[config.mk]
export PLATFORM = sky130hd
export DESIGN_NAME = wb_sel_ctrl
export DESIGN_NICKNAME = d
export VERILOG_FILES = /design/src/rtl/wb_sel_ctrl.sv
export SDC_FILE = /design/constraint.sdc
export NUM_CORES = 1
export LEC_CHECK = 0
export CAP_MARGIN = 20
export CORE_MARGIN = 2
export CORE_UTILIZATION = 51
export CTS_CLUSTER_SIZE = 40
export DETAILED_ROUTE_END_ITERATION = 7
export GPL_TIMING_DRIVEN = 0
export PLACE_DENSITY = 0.78
export SYNTH_ARGS = -nofsm -noshare
export SYNTH_HDL_FRONTEND = slang
export SYNTH_SLANG_ARGS = --single-unit
[constraint.sdc]
create_clock -name clk -period 2.1 [get_ports clk]
set_input_delay 0.315 -clock clk [delete_from_list [all_inputs] [get_ports clk]]
set_output_delay 0.315 -clock clk [all_outputs]
set_load 0.03 [all_outputs]
[src/rtl/wb_sel_ctrl.sv]
// Writeback-select controller: retires one opcode at a time through
// DECODE/EXEC/(MEMWAIT)/WB and drives the 4:1 writeback mux select.
module wb_sel_ctrl #(
    parameter int MEM_TIMEOUT = 15
) (
    input  logic       clk,
    input  logic       rst_n,
    input  logic       instr_valid,
    output logic       instr_ready,
    input  logic [7:0] opcode,
    input  logic       mem_done,
    output logic [1:0] sel,
    output logic       reg_wen,
    output logic       illegal,
    output logic       timeout,
    output logic [7:0] retired_cnt
);

    typedef enum logic [2:0] {
        S_IDLE,
        S_DECODE,
        S_EXEC,
        S_MEMWAIT,
        S_WB
    } state_t;

    localparam logic [7:0] OP_LOAD   = 8'h03;
    localparam logic [7:0] WAIT_LAST = 8'(MEM_TIMEOUT - 1);

    state_t     state;
    state_t     state_nxt;
    logic [7:0] opc_q;
    logic [7:0] wait_cnt;
    logic [2:0] dec;
    logic       dec_legal;
    logic       is_load;
    logic       wait_expired;

    // Returns {legal, sel} for an opcode.
    function automatic logic [2:0] decode_op(input logic [7:0] op);
        logic [2:0] r;
        case (op)
            8'h00, 8'h01: r = 3'b1_00;
            8'h02:        r = 3'b1_01;
            8'h03:        r = 3'b1_10;
            8'h04:        r = 3'b1_11;
            default:      r = 3'b0_00;
        endcase
        return r;
    endfunction

    assign dec          = decode_op(opc_q);
    assign dec_legal    = dec[2];
    assign is_load      = (opc_q == OP_LOAD);
    assign wait_expired = (wait_cnt == WAIT_LAST);

    // State register
    always_ff @(posedge clk or negedge rst_n) begin
        if (!rst_n) begin
            state <= S_IDLE;
        end else begin
            state <= state_nxt;
        end
    end

    // Next-state logic
    always_comb begin
        state_nxt = state;
        case (state)
            S_IDLE:    if (instr_valid) state_nxt = S_DECODE;
            S_DECODE:  state_nxt = dec_legal ? S_EXEC : S_IDLE;
            S_EXEC:    state_nxt = is_load ? S_MEMWAIT : S_WB;
            S_MEMWAIT: begin
                // mem_done wins over an expiring wait counter
                if (mem_done) begin
                    state_nxt = S_WB;
                end else if (wait_expired) begin
                    state_nxt = S_IDLE;
                end
            end
            S_WB:      state_nxt = S_IDLE;
            default:   state_nxt = S_IDLE;
        endcase
    end

    // Outputs decoded from registered state
    always_comb begin
        instr_ready = (state == S_IDLE);
        reg_wen     = (state == S_WB);
    end

    always_ff @(posedge clk or negedge rst_n) begin
        if (!rst_n) begin
            opc_q       <= 8'h00;
            sel         <= 2'b00;
            wait_cnt    <= 8'h00;
            illegal     <= 1'b0;
            timeout     <= 1'b0;
            retired_cnt <= 8'h00;
        end else begin
            if (state == S_IDLE && instr_valid) begin
                opc_q <= opcode;
            end
            if (state == S_DECODE && dec_legal) begin
                sel <= dec[1:0];
            end
            if (state == S_EXEC) begin
                wait_cnt <= 8'h00;
            end else if (state == S_MEMWAIT && !mem_done) begin
                wait_cnt <= wait_cnt + 8'd1;
            end
            // Pulses land in the IDLE cycle that follows the abort
            illegal <= (state == S_DECODE) && !dec_legal;
            timeout <= (state == S_MEMWAIT) && !mem_done && wait_expired;
            if (state == S_WB) begin
                retired_cnt <= retired_cnt + 8'd1;
            end
        end
    end

endmodule

==> qor.yml, run 1 <==
outcome: "finished, final reports clean"
synth_compound_area_share_pct: 10.4
via_per_inst: 5.87
ioPinCount: 26
yosysUniqueCellTypes: 41
yosysWarnings: 0
fin_crit_ps: 1970
vdd_drop_max_uv: 850
slew_headroom_pct: 45.1
synth_fp_nets: 145
finClkSkew_ps: 7.67
place.gp.congestion: 0.786
core_area_sq_um: 2760
worst-setup-path-type: "flop to output pin"
p_leak_nw: 0.798
areaGrowthSynthToFinish_pct: 27.2
synth-edff-count: 0
crit_path_max_fanout: 10
drive_gt1_share_pct: 17.5
min_path_type: "input port to async pin"
crit_path_start_kind: "flop"
synth.area.top_cells: "dfrtp_1 (52%), mux2_2 (6.8%), xnor2_1 (4.1%)"
muxShareOfSynthArea_pct: 7.50
grt_max_degree: 17
grt_usage_pct: 20.3
async_reset_ff_share_pct: 100
cts_root_buffer: "clkbuf_4"
hold_viol: 0
dr_total_vias: 1156
internal_power_mw: 1.06
setup_ws_ps: 135
rsz0062_at_grt: "false"
grt_pass1_vias: 1110
die-area_sq_um: 3360
drv_cap: 0
antenna_found_initial: 0
synth_top_area_share_pct: 52.3
final_max_slew_viol_count: 0
path_cells: "buf_2 -> nor3b_4 -> dlygate4sd2_1"
fin_crit_sh_pct: 93.6
synth_top_cell_by_area: "dfrtp_1"
die_x_um: 57.9
cts_tree: "yes"
max_clock_freq_ghz: 0.509
drtAntennaViolNets: 0
drtIter0Drc: 37
max_stage_delay_ps: 440
fin_nets: 180
grt_pass1_wl_um: 5140
fillers: 218
hpwl_um: 2160
wl_per_cell_um: 15.5
clock_latency_ps: 340
synthCells: 130
synth-xor-area-share_pct: 4.72
fp-row-count: 19
synth_simple_gate_area_share_pct: 19.6
timing.hold.ws_ps: 443
synthesis.area_sq_um: 1480
cts_made_buffers: 5
worst-endpoint-required_ps: 1780
overflow: 0
cpMaxStageDelayCell: "dlygate4sd2_1"
pre_cts_ws_ps: -42.3
total_power_mw: 1.53
synth_top_family_by_area: "simple AND/OR/NAND/NOR gates"
drc: 0
h-tree-depth: 2
seqPwrFrac_pct: 48.8
routed_wl_um: 3050
p_sw_share_pct: 30.4
cp.arrival_ps: 1650
share_comb_of_total_power_pct: 24.9
synth-adder-area-share_pct: 2.53
first_pass_iters: 4
antennaDiodeCount: 0
die-height_um: 57.9
start_util_pct: 53.8
setup_viol: 0
path_clk_slew_ps: 100
clockBufferDepth: 2
switching_power_mw: 0.465
syn_avg_cell_area_sq_um: 11.4
synth-seq-cells: 31
synth_ff_type: "dfrtp_1"
portBuffers: 25
tightest_slew_ps: 821
clock_power_share_pct: 26.3
clock-sinks: 31
power.density_nw_per_um2: 809
endpoint_kind: "output pin"
ys_seq_area_share_pct: 52.3
==> routing by layer <==
| layer | vias up | GRT usage [%] | part of all wire, % |
|---|---|---|---|
| li1 | 551 | - | - |
| met1 | 559 | 25.2 | 45 |
| met2 | 39 | 32.5 | 48 |
| met3 | 7 | 5.80 | 5.5 |
| met4 | 0 | 9.97 | 2.0 |
| met5 | - | 0 | 0 |
==> final timing paths <==
path / to / from / cells after the start / slack, ps
setup / recovery: reg_wen / state[0] / 3 / 130
hold / removal: illegal / rst_n / 1 / 440
setup reg to reg: wait_cnt[5] / state[0] / 5 / 400
hold reg to reg: wait_cnt[7] / wait_cnt[7] / 1 / 480
max in group asynchronous: retired_cnt[3] / rst_n / 2 / 1100
min in group clk: wait_cnt[7] / wait_cnt[7] / 1 / 480
==> synthesized netlist by cell type (2+ instances only) <==
master    instances
a21oi_1           8
and3_1            2
buf_2             2
clkbuf_1          3
dfrtp_1          31
ha_1              3
inv_1             3
mux2_2            9
nand2_1           7
nand3_1           4
nand4_1           4
nand4b_1          2
nor2_1            2
nor3_1            4
o21ai_0           6
o31ai_1           3
or3_1             5
or3b_2            2
or4_1             2
xnor2_1           7
==> power by group through the flow <==
| stage | Sequential (mW) | Combinational (mW) | Clock [mW] |
|---|---|---|---|
| 3_5_place_dp | 0.757 | 0.381 | 0 |
| 3_3_place_gp | 0.754 | 0.364 | 0 |
| 2_1_floorplan | 0.804 | 0.183 | 0 |
| 5_1_grt | 0.758 | 0.413 | 0.429 |
| 4_1_cts | 0.745 | 0.381 | 0.405 |
| 6_report | 0.745 | 0.380 | 0.402 |
==> layout make-up <==
class / instances / area (sq um) / share of cell area, %
plain buffers: 6 / 32.5 / 1.72
clock buffers: 8 / 68.8 / 3.64
inverters: 3 / 11.3 / 0.596
multi-input cells: 90 / 671 / 35.5
flip-flops and latches: 31 / 776 / 41.1
well taps: 31 / 38.8 / 2.05
repair buffers: 28 / 290 / 15.4
==> critical path, delay by kind of cell (launching register included) <==
| family | cells | cell delay, ps |
|---|---|---|
| buf+inv | 2 | 620 |
| flops | 1 | 380 |
| simple gates | 1 | 310 |
==> what timing repair did <==
| action | CTS | global route |
|---|---|---|
| pin swaps | 0 | 1 |
| buffers inserted | 0 | 2 |
| endpoints found under the setup margin | 2 | 1 |
| gates resized for setup | 3 | 0 |
| hold buffers | 0 | 0 |
==> cells by family (layout without fill, tap and decap cells) <==
family                   count (synthesis)  count (layout)
adder cells (fa/ha/maj)                  3               3
XOR/XNOR                                 8               8
multiplexers                            10              10
AO/OA/AOI/OAI                           24              24
flip-flops                              31              31
buffers and inverters                    9              45
AND/OR/NAND/NOR                         45              45
==> placed cells by master, fill, tap and decap left out, drive strengths merged, types with 2 or more instances in the layout <==
cell type	n
nor3b	2
a21oi	8
nand4b	2
o31ai	3
nand3	4
inv	3
o21ai	6
clkdlybuf4s50	23
mux2	9
ha	3
dfrtp	31
nor2	2
nor3	4
or3	5
nand2	7
xnor2	7
and3	2
or4	3
dlygate4sd2	2
buf	6
nand4	4
clkbuf	11
or3b	3
==> flip-flops by register name, indices dropped and copies added, names as in the netlist <==
register     flops
opc_q            8
state            3
sel              2
retired_cnt      8
wait_cnt         8
illegal          1
timeout          1
==> through the flow <==
step	std cells	area [sq um]	utilization, %	setup TNS [ps]
floorplan	130	1480	-	0
global placement	186	1770	64.3	0
detailed placement	187	1800	65.3	-42.3
CTS	195	1870	67.9	0
global route	197	1890	68.5	0
finish	197	1890	68.5	0
No activity file was read; power rests on OpenSTA's default activity.
==> run 2, diff against run 1 <==
PLACE_DENSITY = 0.86   (was 0.78)
==> run 2 against run 1 <==
Against the previous run: die area unchanged; critical path type unchanged; register-to-register slack got worse by 20 ps; core utilization increased by 0.27 points; final area increased by 0.40%; largest cell class unchanged; routed wire length decreased by 4.1%; largest power group unchanged; worst setup slack improved by 3.2 ps.
==> qor.yml, run 2 (synthesized netlist as in run 1, its figures left out) <==
clock-sinks: 31  # unchanged
drv_cap: 0  # unchanged
p_leak_nw: 0.803  # +0.68%
cts_root_buffer: "clkbuf_4"
areaGrowthSynthToFinish_pct: 27.7
final_cell_mix: "dfrtp_1 (31), clkdlybuf4s50_1 (23), mux2_2 (9)"
antennaDiodeCount: 0  # unchanged
fin_crit_sh_pct: 93.4  # -0.15 points
hold_viol: 0  # unchanged
use_met2_pct: 33.1  # +0.65 points
max_clock_freq_ghz: 0.510  # +0.16%
startpoint: "state[0]"
routed_wl_um: 2920  # -4.1%
crit_path_start_kind: "flop"
rsz0062_at_grt: "false"
cts_made_buffers: 5  # unchanged
drc: 0  # unchanged
ioPinCount: 26  # unchanged
portBuffers: 25  # unchanged
wl_per_cell_um: 14.8  # -4.6%
path_clk_slew_ps: 100  # about the same
final_max_slew_viol_count: 0  # unchanged
grt_util_met1_pct: 24.9  # -0.26 points
vdd_drop_max_uv: 787  # -7.5%
reg_top3: "opc_q: 8 flops, retired_cnt: 8 flops, wait_cnt: 8 flops"
die-area_sq_um: 3360  # unchanged
clockBufferDepth: 2  # unchanged
grt_max_degree: 18  # +1
cp.arrival_ps: 1650  # about the same
die_x_um: 57.9  # unchanged
power.density_nw_per_um2: 807  # -0.16%
cts_tree: "yes"
grt_usage_pct: 20.3  # about the same
setup_tns_ps: 0  # unchanged
rr_startpoint: "state[0]"
crit_path_max_fanout: 10  # unchanged
slew_headroom_pct: 49.5  # +4.4 points
clock_latency_ps: 330  # about the same
endpoint_kind: "output pin"
drive_gt1_share_pct: 18.0  # +0.49 points
met3_usage_pct: 6.70  # +0.89 points
setup_ws_ps: 138  # +3.22 ps
placed_cells: 187  # unchanged
worst-endpoint-required_ps: 1780  # about the same
tightest_slew_ps: 755  # -65.9 ps
fin_crit_ps: 1960  # -3.22 ps
setup_viol: 0  # unchanged
antenna_found_initial: 0  # unchanged
pre_cts_ws_ps: -21.3  # +20.9 ps
fin_util_pct: 68.7  # +0.27 points
finalNonFillerCells: 198  # +0.51%
hpwl_um: 2080  # -3.5%
place.gp.congestion: 0.770  # -2.0%
core_area_sq_um: 2760  # unchanged
die-height_um: 57.9  # unchanged
via_per_inst: 5.92  # +0.87%
outcome: "finished, final reports clean"
min_path_type: "input port to async pin"
grt_pass1_vias: 1183  # +6.6%
timing.hold.ws_ps: 416  # -26.0 ps
overflow: 0  # unchanged
grt_pass1_wl_um: 5130  # -0.14%
ctsHoldBuffers: 0  # unchanged
start_util_pct: 53.8  # unchanged
fp-row-count: 19  # unchanged
worst-setup-path-type: "flop to output pin"
layout_commonest_cell: "dfrtp_1"
fin_area_sq_um: 1900  # +0.40%
dr_total_vias: 1172  # +1.4%
finClkSkew_ps: 10.8  # +3.13 ps
placed_area_sq_um: 1800  # unchanged
drtIter0Drc: 21  # -43%
total_power_mw: 1.53  # +0.24%
busiest_layer: "met2"
first_pass_iters: 4  # unchanged
fin_nets: 181  # +0.56%
h-tree-depth: 2  # unchanged
drtAntennaViolNets: 0  # unchanged
[run 2: cell types whose count changed in the layout (fill, tap and decap cells not counted), sizes merged]
cell / before / now
buf: 6 / 7
[run 2: layout make-up]
cell class	count	area (sq um)
plain buffers	6	32.5
clock buffers	8	68.8
fillers	179	862
inverters	3	11.3
multi-input cells	90	671
flip-flops and latches	31	776
well taps	31	38.8
repair buffers	29	298
[run 2: power by group]
group          internal [mW]  switching [mW]  total (mW)
Combinational          0.187           0.195       0.382
Clock                  0.197           0.201       0.398
Sequential             0.680          0.0711       0.751
[run 2: worst paths after layout]
check / endpoint / slack [ps] / cells past startpoint
min in group clk: retired_cnt[7] / 470 / 1
max in group asynchronous: retired_cnt[3] / 1140 / 2
max reg2reg: wait_cnt[6] / 380 / 5
max: reg_wen / 140 / 3
min reg2reg: retired_cnt[7] / 470 / 1
min: sel[0] / 420 / 1
[run 2: worst max-delay path, cell delays in order, from the launching register on]
cell           delay (ps)
dfrtp_1               390
buf_2                 180
nor3b_4               310
dlygate4sd2_1         440
[run 2: metal layers]
layer / vias to the layer above / part of all wire (%)
li1: 554 / -
met1: 577 / 44
met2: 36 / 48
met3: 5 / 5.9
met4: 0 / 1.9
met5: - / 0
[run 2: timing repair]
action | in CTS | in global routing
resized for setup | 3 | 0
pin swaps | 0 | 1
setup buffers | 0 | 3
hold endpoints to repair | 0 | 0
endpoints found under the setup margin | 2 | 1
==> run 3, diff against run 2 <==
CORE_UTILIZATION = 54   (was 51)
CTS_BUF_LIST = sky130_fd_sc_hd__clkbuf_8   (was not set)
PLACE_DENSITY = 0.89   (was 0.86)
==> run 3 against run 2 <==
Against the previous run: first-iteration DRC count is 62% higher; hold slack better by 23 ps; routed wire length grew 13%; total power up 5.8%; fmax grew 8.5%; final area increased by 0.40%; non-clock buffer count down 2; cell count decreased by 1.5%.
==> qor.yml, run 3 (synthesized netlist as in run 1, its figures left out) <==
crit_path_max_fanout: 10  # unchanged
drive_gt1_share_pct: 17.1  # -0.89 points
fin_nets: 179  # -1.1%
dr_total_vias: 1172  # unchanged
routed_wl_um: 3290  # +13%
reg_top3: "opc_q: 8 flops, retired_cnt: 8 flops, wait_cnt: 8 flops"
clock_power_share_pct: 28.8  # +2.8 points
via_per_inst: 6.01  # +1.5%
cp.arrival_ps: 1490  # -160 ps
areaGrowthSynthToFinish_pct: 28.2
h-tree-depth: 2  # unchanged
max_clock_freq_ghz: 0.553  # +8.5%
die-area_sq_um: 3180  # -5.2%
rsz0062_at_grt: "false"
p_leak_nw: 0.807  # +0.43%
clockBufferDepth: 2  # unchanged
seqPwrFrac_pct: 46.9  # -2.2 points
grt_pass1_vias: 1235  # +4.4%
path_clk_slew_ps: 60  # -40 ps
switching_power_mw: 0.493  # +5.7%
drv_cap: 0  # unchanged
core_area_sq_um: 2690  # -2.6%
tightest_slew_ps: 809  # +53.9 ps
overflow: 0  # unchanged
clock_latency_ps: 280  # -50 ps
antenna_found_initial: 0  # unchanged
hold_viol: 0  # unchanged
fin_util_pct: 70.8  # +2.1 points
min_path_type: "input port to async pin"
die_x_um: 56.4  # -2.6%
first_pass_iters: 4  # unchanged
die-height_um: 56.4  # -2.6%
final_max_slew_viol_count: 0  # unchanged
fp-row-count: 19  # unchanged
place.gp.congestion: 0.837  # +8.8%
grt_usage_pct: 23.4  # +3.1 points
hpwl_um: 2200  # +5.3%
antennaDiodeCount: 0  # unchanged
outcome: "finished, final reports clean"
endpoint_kind: "output pin"
drc: 0  # unchanged
drtIter0Drc: 34  # +62%
setup_viol: 0  # unchanged
start_util_pct: 55.2  # +1.4 points
fin_crit_sh_pct: 86.1  # -7.3 points
worst-setup-path-type: "flop to output pin"
cts_tree: "yes"
cts_root_buffer: "clkbuf_8"
total_power_mw: 1.62  # +5.8%
clock-sinks: 31  # unchanged
slew_headroom_pct: 46.0  # -3.6 points
finClkSkew_ps: 3.49  # -7.30 ps
worst-endpoint-required_ps: 1780  # about the same
crit_path_start_kind: "flop"
layout_commonest_cell: "dfrtp_1"
portBuffers: 25  # unchanged
grt_pass1_wl_um: 5600  # +9.1%
p_sw_share_pct: 30.5  # -0.031 points
share_comb_of_total_power_pct: 24.4  # -0.6 points
internal_power_mw: 1.13  # +5.8%
final_cell_mix: "dfrtp_1 (31), clkdlybuf4s50_1 (23), mux2_2 (9)"
fin_crit_ps: 1810  # -154 ps
cts_made_buffers: 5  # unchanged
vdd_drop_max_uv: 678  # -14%
wl_per_cell_um: 16.9  # +14%
ioPinCount: 26  # unchanged
grt_max_degree: 20  # +2
drtAntennaViolNets: 0  # unchanged
power.density_nw_per_um2: 850  # +5.3%
-- run 3: layout make-up --
class,instances,area (sq um)
fill,185,783
sequential,31,776
multi-input combinational,90,671
timing repair buffer,27,287
clock buffer,6,82.6
tap,31,38.8
buffer,6,32.5
inverter,3,11.3
clock inverter,1,5.00
-- run 3: path summary, 6_finish.rpt --
kind,from,endpoint,slack (ps),cells after the start
setup reg to reg,state[0],wait_cnt[7],360,4
hold reg to reg,retired_cnt[7],retired_cnt[7],500,1
setup / recovery,state[0],reg_wen,290,3
max in group asynchronous,rst_n,wait_cnt[6],1150,2
min in group clk,retired_cnt[7],retired_cnt[7],500,1
hold / removal,rst_n,opc_q[4],440,1
-- run 3: worst max-delay path, cell delays in order (launching register included) --
cell and delay, ps:
dfrtp_1 380, buf_2 190, nor3b_4 230, dlygate4sd2_1 420
-- run 3: timing repair --
item | in CTS | in global routing
buffers inserted | 0 | 1
gates resized for setup | 2 | 1
endpoints found under the hold margin | 0 | 0
hold buffers | 0 | 0
pin swaps | 0 | 1
setup endpoints to repair | 1 | 2
-- run 3: metal layers --
| metal | track usage, % | part of all wire, % |
|---|---|---|
| met3 | 7.60 | 5.2 |
| met1 | 27.4 | 41 |
| met2 | 40.5 | 53 |
| met4 | 7.14 | 0.85 |
| met5 | 0 | 0 |
-- run 3: per-stage QoR --
stage | cell area, sq um | hold slack (ps) | setup WS, ps | std cells | setup TNS (ps)
6_report | 1900 | 440 | 292 | 195 | 0
5_1_grt | 1900 | 473 | 228 | 195 | 0
4_1_cts | 1890 | 457 | 44.7 | 194 | 0
3_5_place_dp | 1800 | 474 | -36.1 | 187 | -36.1
3_3_place_gp | 1770 | 455 | 9.82 | 186 | 0
2_1_floorplan | 1480 | 19.4 | 30.3 | 130 | 0
-- run 3: power by group through the flow --
| stage | clock, mW | sequential, mW | combinational (mW) |
|---|---|---|---|
| floorplan | 0 | 0.804 | 0.183 |
| global placement | 0 | 0.753 | 0.360 |
| detailed placement | 0 | 0.764 | 0.386 |
| CTS | 0.469 | 0.756 | 0.396 |
| global route | 0.497 | 0.770 | 0.428 |
| finish | 0.465 | 0.758 | 0.395 |
